## config.mk

```make
export PLATFORM = sky130hd
export DESIGN_NAME = sync_frame_transmitter
export DESIGN_NICKNAME = d
export VERILOG_FILES = /design/src/rtl/sync_tx_pkg.sv /design/src/rtl/sync_frame_transmitter_word_shifter.sv /design/src/rtl/sync_frame_transmitter.sv
export SDC_FILE = /design/constraint.sdc
export NUM_CORES = 1
export LEC_CHECK = 0
export CORE_MARGIN = 1
export CORE_UTILIZATION = 40
export CTS_BUF_LIST = sky130_fd_sc_hd__clkbuf_8
export CTS_CLUSTER_SIZE = 20
export DETAILED_ROUTE_END_ITERATION = 10
export PLACE_DENSITY = 0.71
export SETUP_SLACK_MARGIN = 0.4
export SYNTH_ARGS = -nofsm -noshare
export SYNTH_HDL_FRONTEND = slang
export SYNTH_HIERARCHICAL = 1
export SYNTH_SLANG_ARGS = --single-unit
```

## constraint.sdc

```tcl
create_clock -name clk -period 1.9 [get_ports clk]
set_input_delay 0.38 -clock clk [delete_from_list [all_inputs] [get_ports clk]]
set_output_delay 0.38 -clock clk [all_outputs]
set_load 0.05 [all_outputs]
```

## src/rtl/sync_tx_pkg.sv

```systemverilog
// Shared types and constants for the sync-word frame transmitter.
package sync_tx_pkg;

    localparam int unsigned       WORD_W            = 10;
    localparam logic [WORD_W-1:0] DEFAULT_SYNC_WORD = 10'b1111100110;

    typedef enum logic [1:0] {
        IDLE,
        PREAMBLE,
        SYNC,
        PAYLOAD
    } tx_state_t;

endpackage

```

## src/rtl/sync_frame_transmitter_word_shifter.sv

```systemverilog
// Parallel-load, MSB-first word shifter shared by the sync word and payload words.
module word_shifter
    import sync_tx_pkg::*;
(
    input  logic              clk,
    input  logic              reset,
    input  logic              load,
    input  logic              shift,
    input  logic [WORD_W-1:0] load_data,
    output logic              next_msb
);

    logic [WORD_W-1:0] word_q;

    // Rotating rather than zero-filling leaves the word intact after a full pass.
    always_ff @(posedge clk) begin
        if (reset) begin
            word_q <= '0;
        end else if (load) begin
            word_q <= load_data;
        end else if (shift) begin
            word_q <= {word_q[WORD_W-2:0], word_q[WORD_W-1]};
        end
    end

    assign next_msb = word_q[WORD_W-2];

endmodule

```

## src/rtl/sync_frame_transmitter.sv

```systemverilog
// Serial frame transmitter: preamble, sync word, then a fixed count of payload words, MSB-first.
module sync_frame_transmitter
    import sync_tx_pkg::*;
#(
    parameter logic [WORD_W-1:0] SYNC_WORD     = DEFAULT_SYNC_WORD,
    parameter int unsigned       PREAMBLE_BITS = 8,
    parameter int unsigned       PAYLOAD_WORDS = 4
) (
    input  logic              clk,
    input  logic              reset,
    input  logic              bit_tick,
    input  logic [WORD_W-1:0] in_data,
    input  logic              in_valid,
    output logic              in_ready,
    output logic              tx_bit,
    output logic              tx_active,
    output logic              frame_done,
    output logic              underrun
);

    localparam int unsigned BIT_MAX    = (PREAMBLE_BITS > WORD_W) ? PREAMBLE_BITS : WORD_W;
    localparam int unsigned BIT_CNT_W  = $clog2(BIT_MAX + 1);
    localparam int unsigned WORD_CNT_W = $clog2(PAYLOAD_WORDS + 1);

    localparam logic [BIT_CNT_W-1:0]  PRE_LAST  = BIT_CNT_W'(PREAMBLE_BITS);
    localparam logic [BIT_CNT_W-1:0]  WORD_LAST = BIT_CNT_W'(WORD_W);
    localparam logic [WORD_CNT_W-1:0] WORDS_MAX = WORD_CNT_W'(PAYLOAD_WORDS);

    tx_state_t             state_q, state_n;
    logic [BIT_CNT_W-1:0]  bit_cnt_q, bit_cnt_n;
    logic [WORD_CNT_W-1:0] words_acc_q, words_acc_n;
    logic [WORD_CNT_W-1:0] words_sent_q, words_sent_n;
    logic [WORD_W-1:0]     hold_q, hold_n;
    logic                  hold_full_q, hold_full_n;
    logic                  tx_bit_n, tx_active_n, frame_done_n, underrun_n;

    logic                  accept;
    logic                  end_frame;
    logic                  shift_load, shift_en;
    logic [WORD_W-1:0]     shift_data;
    logic                  next_msb;

    assign in_ready = !hold_full_q && (words_acc_q < WORDS_MAX) && !reset;
    assign accept   = in_valid && in_ready;

    word_shifter u_shifter (
        .clk      (clk),
        .reset    (reset),
        .load     (shift_load),
        .shift    (shift_en),
        .load_data(shift_data),
        .next_msb (next_msb)
    );

    always_comb begin
        state_n      = state_q;
        bit_cnt_n    = bit_cnt_q;
        words_acc_n  = words_acc_q;
        words_sent_n = words_sent_q;
        hold_n       = hold_q;
        hold_full_n  = hold_full_q;
        tx_bit_n     = tx_bit;
        tx_active_n  = tx_active;
        frame_done_n = 1'b0;
        underrun_n   = 1'b0;
        end_frame    = 1'b0;
        shift_load   = 1'b0;
        shift_en     = 1'b0;
        shift_data   = SYNC_WORD;

        if (accept) begin
            hold_n      = in_data;
            hold_full_n = 1'b1;
            words_acc_n = words_acc_q + WORD_CNT_W'(1);
        end

        // hold_full_q is the pre-edge value, so the tick of the acceptance cycle cannot start a frame.
        if (bit_tick) begin
            case (state_q)
                IDLE: begin
                    if (hold_full_q) begin
                        state_n     = PREAMBLE;
                        tx_bit_n    = 1'b1;
                        tx_active_n = 1'b1;
                        bit_cnt_n   = BIT_CNT_W'(1);
                    end
                end
                PREAMBLE: begin
                    if (bit_cnt_q < PRE_LAST) begin
                        tx_bit_n  = !tx_bit;
                        bit_cnt_n = bit_cnt_q + BIT_CNT_W'(1);
                    end else begin
                        state_n    = SYNC;
                        shift_load = 1'b1;
                        shift_data = SYNC_WORD;
                        tx_bit_n   = SYNC_WORD[WORD_W-1];
                        bit_cnt_n  = BIT_CNT_W'(1);
                    end
                end
                SYNC, PAYLOAD: begin
                    if (bit_cnt_q < WORD_LAST) begin
                        shift_en  = 1'b1;
                        tx_bit_n  = next_msb;
                        bit_cnt_n = bit_cnt_q + BIT_CNT_W'(1);
                    end else if (words_sent_q == WORDS_MAX) begin
                        frame_done_n = 1'b1;
                        end_frame    = 1'b1;
                    end else if (hold_full_q) begin
                        state_n      = PAYLOAD;
                        shift_load   = 1'b1;
                        shift_data   = hold_q;
                        tx_bit_n     = hold_q[WORD_W-1];
                        bit_cnt_n    = BIT_CNT_W'(1);
                        words_sent_n = words_sent_q + WORD_CNT_W'(1);
                        hold_full_n  = 1'b0;
                    end else begin
                        underrun_n = 1'b1;
                        end_frame  = 1'b1;
                    end
                end
                default: state_n = IDLE;
            endcase
        end

        // A word accepted on the closing edge belongs to the next frame.
        if (end_frame) begin
            state_n      = IDLE;
            tx_bit_n     = 1'b0;
            tx_active_n  = 1'b0;
            bit_cnt_n    = '0;
            words_sent_n = '0;
            words_acc_n  = WORD_CNT_W'(accept);
        end
    end

    always_ff @(posedge clk) begin
        if (reset) begin
            state_q      <= IDLE;
            bit_cnt_q    <= '0;
            words_acc_q  <= '0;
            words_sent_q <= '0;
            hold_q       <= '0;
            hold_full_q  <= 1'b0;
            tx_bit       <= 1'b0;
            tx_active    <= 1'b0;
            frame_done   <= 1'b0;
            underrun     <= 1'b0;
        end else begin
            state_q      <= state_n;
            bit_cnt_q    <= bit_cnt_n;
            words_acc_q  <= words_acc_n;
            words_sent_q <= words_sent_n;
            hold_q       <= hold_n;
            hold_full_q  <= hold_full_n;
            tx_bit       <= tx_bit_n;
            tx_active    <= tx_active_n;
            frame_done   <= frame_done_n;
            underrun     <= underrun_n;
        end
    end

endmodule

```

==> metrics.txt, run 1 <==
Distinct cells, synth 44; simple-gate area share of the yosys netlist 0.2225; kind of launch point of the worst setup path flip-flop; Final Critical Period 1.563 ns; cell taking the most area after synthesis sky130_fd_sc_hd__dfxtp_1; final net count 258; sink count of the clock tree 37; FF-to-FF Start words_sent_q[0]; buffer type at the clock tree root sky130_fd_sc_hd__clkbuf_8; combinational family with the most area after synthesis simple AND/OR/NAND/NOR gates; number of flip-flops and latches in the synthesized netlist 37; number of slew-limit violations in the final report 0; fraction of layout cells with a size suffix above 1 0.3542; TritonCTS buffer count 5; Hold Path Cell Cnt 2; overall via count from detail_route approximately 1,500; worst reg2reg path endpoint u_shifter/word_q[4]; wire length of the first global-routing pass approximately 6700 um; Gate Count Post-Synth 199; unrepaired setup endpoints after global routing true; Post-Synthesis Net Count 218; placed cell count 270; die footprint 0.004699 mm2; wire length reported by the detailed router 4157 um; TritonCTS clock tree done; DR iter-0 viols between 80 and 90; GR Util All Layers 0.1930; later-pin clock latency in the skew report ~0.29 ns; tightest slew margin relative to the limit 0.7545; fill cell total of the finished layout 331; standard cell core area 0.004115 mm2; area share of the leading cell type in the synthesized netlist 0.4181; most frequent cells after synthesis sky130_fd_sc_hd__dfxtp_1, sky130_fd_sc_hd__nand2_1, sky130_fd_sc_hd__a21oi_1, sky130_fd_sc_hd__nor2b_1, sky130_fd_sc_hd__mux2i_1; peak per-stage delay on the critical path 0.34 ns; largest fanout of any net on the critical path 6; Max-Cap Viols 0; total congestion overflow 0; maximum number of pins on one net before global-route repair 17; total number of H-tree levels 2; fraction of synthesis flops using an asynchronous set or reset pin 0; Max Root-Sink Buffers 2; number of remaining DRC errors 0; worst min-delay path startpoint hold_q[5]; count of yosys warnings during synthesis 6; clock skew after layout a little over 0.006 ns; Post-Layout Cell Count 290; Critical Setup Path Class reg -> reg; width of the die 68.55 um; remaining antenna violation count after routing 0; I/O pin count 19; half-perimeter wire length after detailed placement between 2000 and 3000 um; Setup crit end kind flip-flop; Power Dens Cells about 740 mW/mm2; dominant cell by count in the synthesized netlist sky130_fd_sc_hd__dfxtp_1; number of detailed-routing iterations run before antenna repair 4; slack of the worst reg-to-reg path ~0.34 ns; CTS clock-pin slew for the worst setup and hold paths roughly 0.080 ns; routed length per placed instance between 10 and 15 um; share of the synthesized area in compound gates (AO/OA/AOI/OAI) 0.2006; required time at the endpoint of the critical path 2.08 ns; slew at the pin closest to its max-slew limit 0.3683 ns; post-synthesis area per instance between 8 and 9 um2; area growth from synthesis to final layout 39.62%; ratio of final minimum period to clock period 0.8224; run status complete, no violations; leak pwr 0.8981 nW; ordered cell list for the critical path inv_2, ha_4, a21boi_4, buf_12, nand2_8, o21ai_4, buf_6, nor2b_2, a211oi_2; floorplan die height 68.55 um; Adder-Cell Fraction of Synth Area 0.03531; worst endpoint data arrival time 1.74 ns; Port Buf Inserts 18; synthesized area 0.001772 mm2; starting utilization of the core area 0.4305; number of flops mapped to enable cells by yosys 0; cell count of the worst reg-to-reg path 9; row cnt 23; most frequently used flop master after synthesis sky130_fd_sc_hd__dfxtp_1; share of the yosys chip area belonging to registers 0.4181; overall power of the completed layout 1.828 mW; via count of the first global-routing pass 1,417; last weighted congestion value of the routability-driven placer about 0.76; total setup violations reported at the end of the flow 0; average via count per standard cell approximately 5.3; worst supply voltage drop on vdd 0.5041 mV; Fin. Hold Viols 0; xor/xnor share of the synthesized area 0.004944; number of buffers inserted by hold repair at cts 0; slowest stage cell, crit path sky130_fd_sc_hd__dfxtp_2; initial antenna violation count 0; max frequency 0.6399 GHz; synth top area cells sky130_fd_sc_hd__dfxtp_1, sky130_fd_sc_hd__nand2_1, sky130_fd_sc_hd__mux2i_1, sky130_fd_sc_hd__a21oi_1, sky130_fd_sc_hd__a211oi_1; Antenna diodes 0; Min-Delay Endpoint hold_q[5]; worst min path class reg -> reg; share of synthesized area spent on multiplexers 0.06215
## through the flow
| step | cell area (um2) | hold slack (ns) | setup WS, ns | util | TNS [ns] |
|---|---|---|---|---|---|
| global route | 2474 | 0.4835 | 0.2921 | 0.6011 | 0 |
| CTS | 2347 | 0.4533 | 0.3303 | 0.5704 | 0 |
| floorplan | 1814 | 0.4316 | 0.3454 | - | 0 |
| global placement | 2093 | 0.4406 | -0.01605 | 0.5087 | -0.1244 |
| detailed placement | 2093 | 0.4436 | -0.07680 | 0.5087 | -0.5393 |
| finish | 2474 | 0.4564 | 0.3374 | 0.6011 | 0 |
## worst max-delay path, delay by kind of cell (launching register included)
kind	cells	cell delay (ns)
buffers and inverters	3	0.35
AND/OR/NAND/NOR	2	0.23
adder cells (fa/ha/maj)	1	0.17
AO/OA/AOI/OAI	3	0.36
flip-flops	1	0.34
## power by group
group	switching, mW	internal [mW]	leakage, nW	total, mW
clock	0.285	0.521	0.0681	0.807
sequential	0.0222	0.798	0.304	0.821
combinational	0.103	0.0975	0.526	0.200
## area by class of cell
class	count	area, um2	share of cell area
clock inverters	3	65.06	0.02630
inverters	5	21.27	0.008599
repair buffers	42	392.9	0.1588
well taps	50	62.56	0.02529
clock buffers	5	68.82	0.02782
multi-input cells	147	1105	0.4466
repair inverters	1	6.256	0.002529
flip-flops and latches	37	752.0	0.3040
## kinds of logic (layout without fill, tap and decap cells)
logic type | Yosys count | after routing
fa+ha+maj | 5 | 5
buf+inv | 17 | 56
compound gates | 49 | 50
flops | 37 | 37
mux | 11 | 11
xor+xnor | 1 | 1
simple gates | 79 | 80
## placed cells by master, fill, tap and decap left out, types with 2 or more instances in the layout
cell type / n
sky130_fd_sc_hd__mux2i_1: 10
sky130_fd_sc_hd__buf_12: 3
sky130_fd_sc_hd__a211oi_1: 6
sky130_fd_sc_hd__clkdlybuf4s50_1: 11
sky130_fd_sc_hd__buf_4: 19
sky130_fd_sc_hd__dfxtp_2: 6
sky130_fd_sc_hd__o21ai_1: 2
sky130_fd_sc_hd__buf_6: 3
sky130_fd_sc_hd__nor3_1: 2
sky130_fd_sc_hd__and3_1: 3
sky130_fd_sc_hd__nor2_1: 9
sky130_fd_sc_hd__ha_1: 4
sky130_fd_sc_hd__nand2_1: 31
sky130_fd_sc_hd__nor2b_1: 5
sky130_fd_sc_hd__inv_4: 2
sky130_fd_sc_hd__a211oi_2: 4
sky130_fd_sc_hd__dfxtp_1: 30
sky130_fd_sc_hd__nor2b_2: 5
sky130_fd_sc_hd__or2_2: 2
sky130_fd_sc_hd__clkbuf_2: 3
sky130_fd_sc_hd__a21oi_1: 19
sky130_fd_sc_hd__clkbuf_8: 5
sky130_fd_sc_hd__clkdlybuf4s15_2: 2
sky130_fd_sc_hd__and3_4: 2
sky130_fd_sc_hd__inv_1: 2
sky130_fd_sc_hd__nand3_1: 2
sky130_fd_sc_hd__inv_2: 2
sky130_fd_sc_hd__nor2b_4: 2
sky130_fd_sc_hd__or2_4: 5
sky130_fd_sc_hd__bufinv_16: 2
sky130_fd_sc_hd__o21ai_0: 3
## layer usage
metal | global-route usage | wire length [um] | vias to the layer above
li1 | - | - | 789
met1 | 0.2604 | 1878 | 724
met2 | 0.3015 | 2156 | 17
met3 | 0.04934 | 97 | 4
met4 | 0.05729 | 25 | 0
met5 | 0 | 0 | -
## sequential cells by signal, indices dropped and copies added, names as in the netlist
name / cells
words_sent_q: 3
hold_full_q: 1
bit_cnt_q: 4
underrun: 1
words_acc_q: 3
tx_active: 1
frame_done: 1
state_q: 2
hold_q: 10
u_shifter/word_q: 10
tx_bit: 1
## what timing repair did
action / CTS / global route
setup endpoints to repair: 36 / 18
hold endpoints to repair: 0 / 0
setup buffers: 6 / 3
gates cloned: 2 / 1
pin swaps: 2 / 10
gates resized for setup: 27 / 34
## worst max-delay path by stage
stage / depth (start not counted) / end / start / slack, ns
floorplan: 6 / hold_q[1] / reset / 0.35
finish: 9 / u_shifter/word_q[4] / words_sent_q[0] / 0.34
global route: 9 / u_shifter/word_q[4] / words_sent_q[0] / 0.29
global placement: 6 / u_shifter/word_q[6] / bit_tick / -0.02
CTS: 1 / tx_bit / tx_bit / 0.33
detailed placement: 6 / u_shifter/word_q[1] / bit_tick / -0.08
(Power assumes the default switching activity.)
==> inputs of run 2 (changes only) <==
Clock period 1.9 ns to 1.6 ns, I/O delays scaled along.
==> metrics.txt, run 2 (same netlist as run 1, synthesis figures left out) <==
I/O pin count 19; Largest regs hold_q x10, u_shifter/word_q x10, bit_cnt_q x4; routed length per placed instance 14.81 um; top layer in use met4; last weighted congestion value of the routability-driven placer between 0.7 and 0.8; DR iter-0 viols 64; sum of met3 wire segment lengths after detailed routing 138 um; Power Dens Cells approximately 750 mW/mm2; wire length reported by the detailed router 4517 um; max frequency 0.6519 GHz; average via count per standard cell approximately 5.4; slowest stage cell, crit path sky130_fd_sc_hd__dfxtp_2; Max Root-Sink Buffers 2; Antenna diodes 0; Port Buf Inserts 18; unrepaired setup endpoints after global routing true; GR Util All Layers 0.2079; worst reg2reg path endpoint u_shifter/word_q[9]; routed length on met1 2017 um; Routed met2 length about 2200 um; number of detailed-routing iterations run before antenna repair 4; peak per-stage delay on the critical path 0.34 ns; later-pin clock latency in the skew report between 0.2 and 0.3 ns; total congestion overflow 0; number of slew-limit violations in the final report 0; fraction of layout cells with a size suffix above 1 0.4471; Critical Setup Path Class reg -> reg; FF-to-FF Start words_sent_q[0]; cell area after layout between 0.002 and 0.003 mm2; Placed Area 0.002218 mm2; kind of launch point of the worst setup path flip-flop; placed cell count 281; Setup TNS Final 0 ns; via count of the first global-routing pass approximately 1,600; Post-Layout Cell Count 305; half-perimeter wire length after detailed placement 2646 um; Max-Cap Viols 0; leak pwr approximately 1 nW; total number of H-tree levels 2; ordered cell list for the critical path inv_2, ha_4, a21boi_4, nand2_4, or2_2, nor2b_1, a211oi_1; starting utilization of the core area 0.4305; cell count of the worst reg-to-reg path 7; total setup violations reported at the end of the flow 0; required time at the endpoint of the critical path 1.77 ns; final worst slack around 0.066 ns; final net count between 200 and 300; Fin. Hold Viols 0; clock skew after layout 0.007917 ns; worst supply voltage drop on vdd 0.6511 mV; TritonCTS buffer count 5; timing startpoint of the critical path words_sent_q[0]; TritonCTS clock tree done; number of buffers inserted by hold repair at cts 0; tightest slew margin relative to the limit 0.6844; slew at the pin closest to its max-slew limit between 0.4 and 0.5 ns; ratio of final minimum period to clock period 0.9587; dpl ws -0.3358 ns; area growth from synthesis to final layout 47.95%; worst endpoint data arrival time 1.70 ns; buffer type at the clock tree root sky130_fd_sc_hd__clkbuf_8; maximum number of pins on one net before global-route repair 22; slack of the worst reg-to-reg path around 0.066 ns; commonest non-fill, non-tap cells in the layout sky130_fd_sc_hd__buf_4, sky130_fd_sc_hd__dfxtp_1, sky130_fd_sc_hd__nand2_1; sink count of the clock tree 37; smallest hold slack 0.4646 ns; most common cell after layout, fill and taps aside sky130_fd_sc_hd__buf_4; worst min path class reg -> reg; critical path capture point u_shifter/word_q[9]; overall power of the completed layout roughly 2 mW; width of the die ~70 um; row cnt 23; Setup crit end kind flip-flop; floorplan die height 68.55 um; fill cell total of the finished layout around 340; run status complete, no violations; Final Critical Period between 1.5 and 2 ns; largest fanout of any net on the critical path 9; share of the core filled with cells 0.6370; remaining antenna violation count after routing 0; initial antenna violation count 0; CTS clock-pin slew for the worst setup and hold paths 0.07 ns; number of remaining DRC errors 0; wire length of the first global-routing pass 7210 um; die footprint about 0.0047 mm2; standard cell core area 0.004115 mm2; overall via count from detail_route ~1,600
-- run 2: cell count changes in the layout (fill, tap and decap cells not counted), sizes merged --
cell           previous run  this run
o21ai                     7         6
clkdlybuf4s50            11        10
dlymetal6s2s              0         1
buf                      25        45
dlygate4sd2               1         2
clkbuf                    8         6
and2                      1         2
clkdlybuf4s15             2         0
bufinv                    2         0
-- run 2: how the worst min path moves through the flow --
| stage | start | endpoint | slack (ns) | cells after the start |
|---|---|---|---|---|
| after CTS | hold_q[8] | hold_q[8] | 0.45 | 2 |
| after detailed placement | hold_q[8] | hold_q[8] | 0.44 | 2 |
| after global routing | words_acc_q[1] | words_acc_q[1] | 0.49 | 2 |
| after global placement | hold_q[0] | hold_q[0] | 0.44 | 2 |
| after floorplan | hold_q[1] | hold_q[1] | 0.43 | 2 |
| final | hold_q[2] | hold_q[2] | 0.46 | 2 |
-- run 2: metal layers --
layer | track usage | vias up
met5 | 0 | -
met4 | 0.09115 | 0
met3 | 0.03289 | 15
met2 | 0.3382 | 33
met1 | 0.2700 | 775
li1 | - | 814
-- run 2: final cells by class --
class / count / area, um2 / area share
multi-input cells: 147 / 1174 / 0.4477
clock inverters: 1 / 3.754 / 0.001432
inverters: 5 / 21.27 / 0.008115
clock buffers: 6 / 82.58 / 0.03150
repair buffers: 58 / 523.0 / 0.1995
repair inverters: 1 / 5.005 / 0.001909
well taps: 50 / 62.56 / 0.02387
flip-flops and latches: 37 / 749.5 / 0.2859
-- run 2: what timing repair did --
action,CTS,global route
gates resized for setup,22,33
pin swaps,5,14
setup buffers,11,3
endpoints found under the setup margin,38,38
cloned,2,1
-- run 2: where the power goes --
part           switching [mW]  total (mW)  internal [mW]
logic                   0.164       0.340          0.176
clock network           0.319       0.654          0.335
registers              0.0238       0.974          0.950
total                   0.507        1.97           1.46
-- run 2: worst max-delay path: cells and delay by family (launching register included) --
| family | cells | cell delay, ns |
|---|---|---|
| simple gates | 3 | 0.58 |
| flops | 1 | 0.34 |
| buf+inv | 1 | 0.05 |
| fa+ha+maj | 1 | 0.16 |
| compound gates | 2 | 0.30 |
==> inputs of run 3 (changes only) <==
Settings changed: CORE_ASPECT_RATIO set to 0.5.
==> metrics.txt, run 3 (same netlist as run 1, synthesis figures left out) <==
standard cell core area 0.004064 mm2; maximum number of pins on one net before global-route repair 23; Min-Delay Endpoint hold_q[6]; TritonCTS buffer count 5; buffer type at the clock tree root sky130_fd_sc_hd__clkbuf_8; ratio of final minimum period to clock period 0.9650; total setup violations reported at the end of the flow 0; placed cell count 282; largest fanout of any net on the critical path 4; number of detailed-routing iterations run before antenna repair 4; half-perimeter wire length after detailed placement 2827 um; row cnt 16; Fin. Hold Viols 0; max frequency 0.6476 GHz; required time at the endpoint of the critical path between 1 and 1.5 ns; FF-to-FF Start words_sent_q[0]; unrepaired setup endpoints after global routing true; width of the die 96.12 um; commonest non-fill, non-tap cells in the layout sky130_fd_sc_hd__dfxtp_1, sky130_fd_sc_hd__buf_4, sky130_fd_sc_hd__nand2_1; starting utilization of the core area 0.4360; GR Util All Layers 0.2022; Max Root-Sink Buffers 2; Critical Setup Path Class reg -> out; tightest slew margin relative to the limit 0.7651; Max-Cap Viols 0; fraction of layout cells with a size suffix above 1 0.4659; total number of H-tree levels 2; overall power of the completed layout 1.956 mW; remaining antenna violation count after routing 0; final net count 267; average via count per standard cell ~5.3; run status complete, no violations; number of remaining DRC errors 0; Largest regs hold_q x10, u_shifter/word_q x10, bit_cnt_q x4; later-pin clock latency in the skew report about 0.3 ns; via count of the first global-routing pass 1,511; CTS clock-pin slew for the worst setup and hold paths 0.08 ns; last weighted congestion value of the routability-driven placer 0.8163; slack of the worst reg-to-reg path 0.06 ns; met3 usage 0.05763; total congestion overflow 0; Post-Layout Cell Count between 300 and 400; wire length of the first global-routing pass 7086 um; Power Dens Cells 748.6 mW/mm2; sink count of the clock tree 37; cell count of the worst reg-to-reg path 8; number of buffers inserted by hold repair at cts 0; fill cell total of the finished layout 320; initial antenna violation count 0; global route hottest layer met2; Hold Path Cell Cnt 2; I/O pin count 19; worst supply voltage drop on vdd 0.5241 mV; number of slew-limit violations in the final report 0; die footprint 0.004716 mm2; Final Critical Period 1.544 ns; worst endpoint data arrival time between 1 and 1.5 ns; overall via count from detail_route 1,607; Setup TNS Final 0 ns; floorplan die height roughly 49 um; share of the core filled with cells 0.6429; wire length reported by the detailed router 4398 um; DR iter-0 viols 43; Setup crit end kind primary output; leak pwr roughly 0.97 nW; worst min-delay path startpoint hold_q[6]; slew at the pin closest to its max-slew limit 0.3487 ns; routed length per placed instance 14.51 um; clock skew after layout roughly 0.0065 ns; GR met1 Demand/Resource 0.2688; fraction of met2 tracks used by global routing 0.3121; area growth from synthesis to final layout 47.46%; worst min path class reg -> reg; Antenna diodes 0; worst reg2reg path endpoint u_shifter/word_q[0]; kind of launch point of the worst setup path flip-flop; TritonCTS clock tree done; Port Buf Inserts 18; most common cell after layout, fill and taps aside sky130_fd_sc_hd__dfxtp_1; smallest hold slack 0.4592 ns
-- run 3: changes by cell type in the layout (fill, tap and decap cells not counted), moves of 4 or more --
cell / previous run / this run
sky130_fd_sc_hd__a211oi_1: 9 / 5
sky130_fd_sc_hd__a211oi_2: 1 / 5
sky130_fd_sc_hd__buf_4: 36 / 26
sky130_fd_sc_hd__buf_6: 6 / 10
sky130_fd_sc_hd__dfxtp_4: 0 / 4
sky130_fd_sc_hd__nand2_1: 19 / 24
sky130_fd_sc_hd__nor2b_1: 12 / 8
sky130_fd_sc_hd__nor2b_2: 0 / 4
-- run 3: worst max-delay path: stages, from the launching register on --
cell                      delay, ns
sky130_fd_sc_hd__dfxtp_2       0.33
sky130_fd_sc_hd__buf_6         0.12
sky130_fd_sc_hd__nor3_4        0.22
sky130_fd_sc_hd__buf_6         0.13
sky130_fd_sc_hd__buf_12        0.12
-- run 3: through the flow --
step / setup slack [ns] / area (um2)
after floorplan: 0.1079 / 1874
final: 0.05593 / 2613
after CTS: 0.09757 / 2407
after detailed placement: -0.2547 / 2213
after global routing: 0.001325 / 2613
after global placement: -0.1981 / 2213
-- run 3: final cells by class --
class	count	area (um2)	area share
Multi-Input combinational cell	146	1172	0.4488
Sequential cell	37	760.7	0.2912
Timing Repair Buffer	52	495.5	0.1897
Clock buffer	5	68.82	0.02634
Tap cell	54	67.56	0.02586
Clock inverter	3	22.52	0.008621
Inverter	5	20.02	0.007663
Timing Repair inverter	1	5.005	0.001916
-- run 3: how the worst max path moves through the flow --
stage                          endpoint            start  slack [ns]  depth (start not counted)
global placement           bit_cnt_q[0]         bit_tick       -0.20                          7
floorplan                     hold_q[1]            reset        0.11                          6
detailed placement         bit_cnt_q[0]         bit_tick       -0.25                          7
finish                         in_ready      hold_full_q        0.06                          4
CTS                        bit_cnt_q[0]  words_sent_q[0]         0.1                          7
global route        u_shifter/word_q[3]  words_sent_q[0]       0.001                          8
-- run 3: metal layers --
layer,share of wire,wire length [um]
met2,0.46,2015
met4,0.012,51
met5,0,0
met1,0.50,2210
met3,0.028,121
-- run 3: power by group --
part           total, mW  internal, mW  switching [mW]
Clock              0.669         0.309           0.360
Sequential         0.968         0.943          0.0245
Combinational      0.320         0.168           0.152
-- run 3: repair_timing --
| item | CTS | global route |
|---|---|---|
| endpoints found under the hold margin | 0 | 0 |
| cloned | 2 | 0 |
| endpoints found under the setup margin | 38 | 38 |
| resized for setup | 16 | 46 |
| pin swaps | 6 | 13 |
| setup buffers | 6 | 5 |
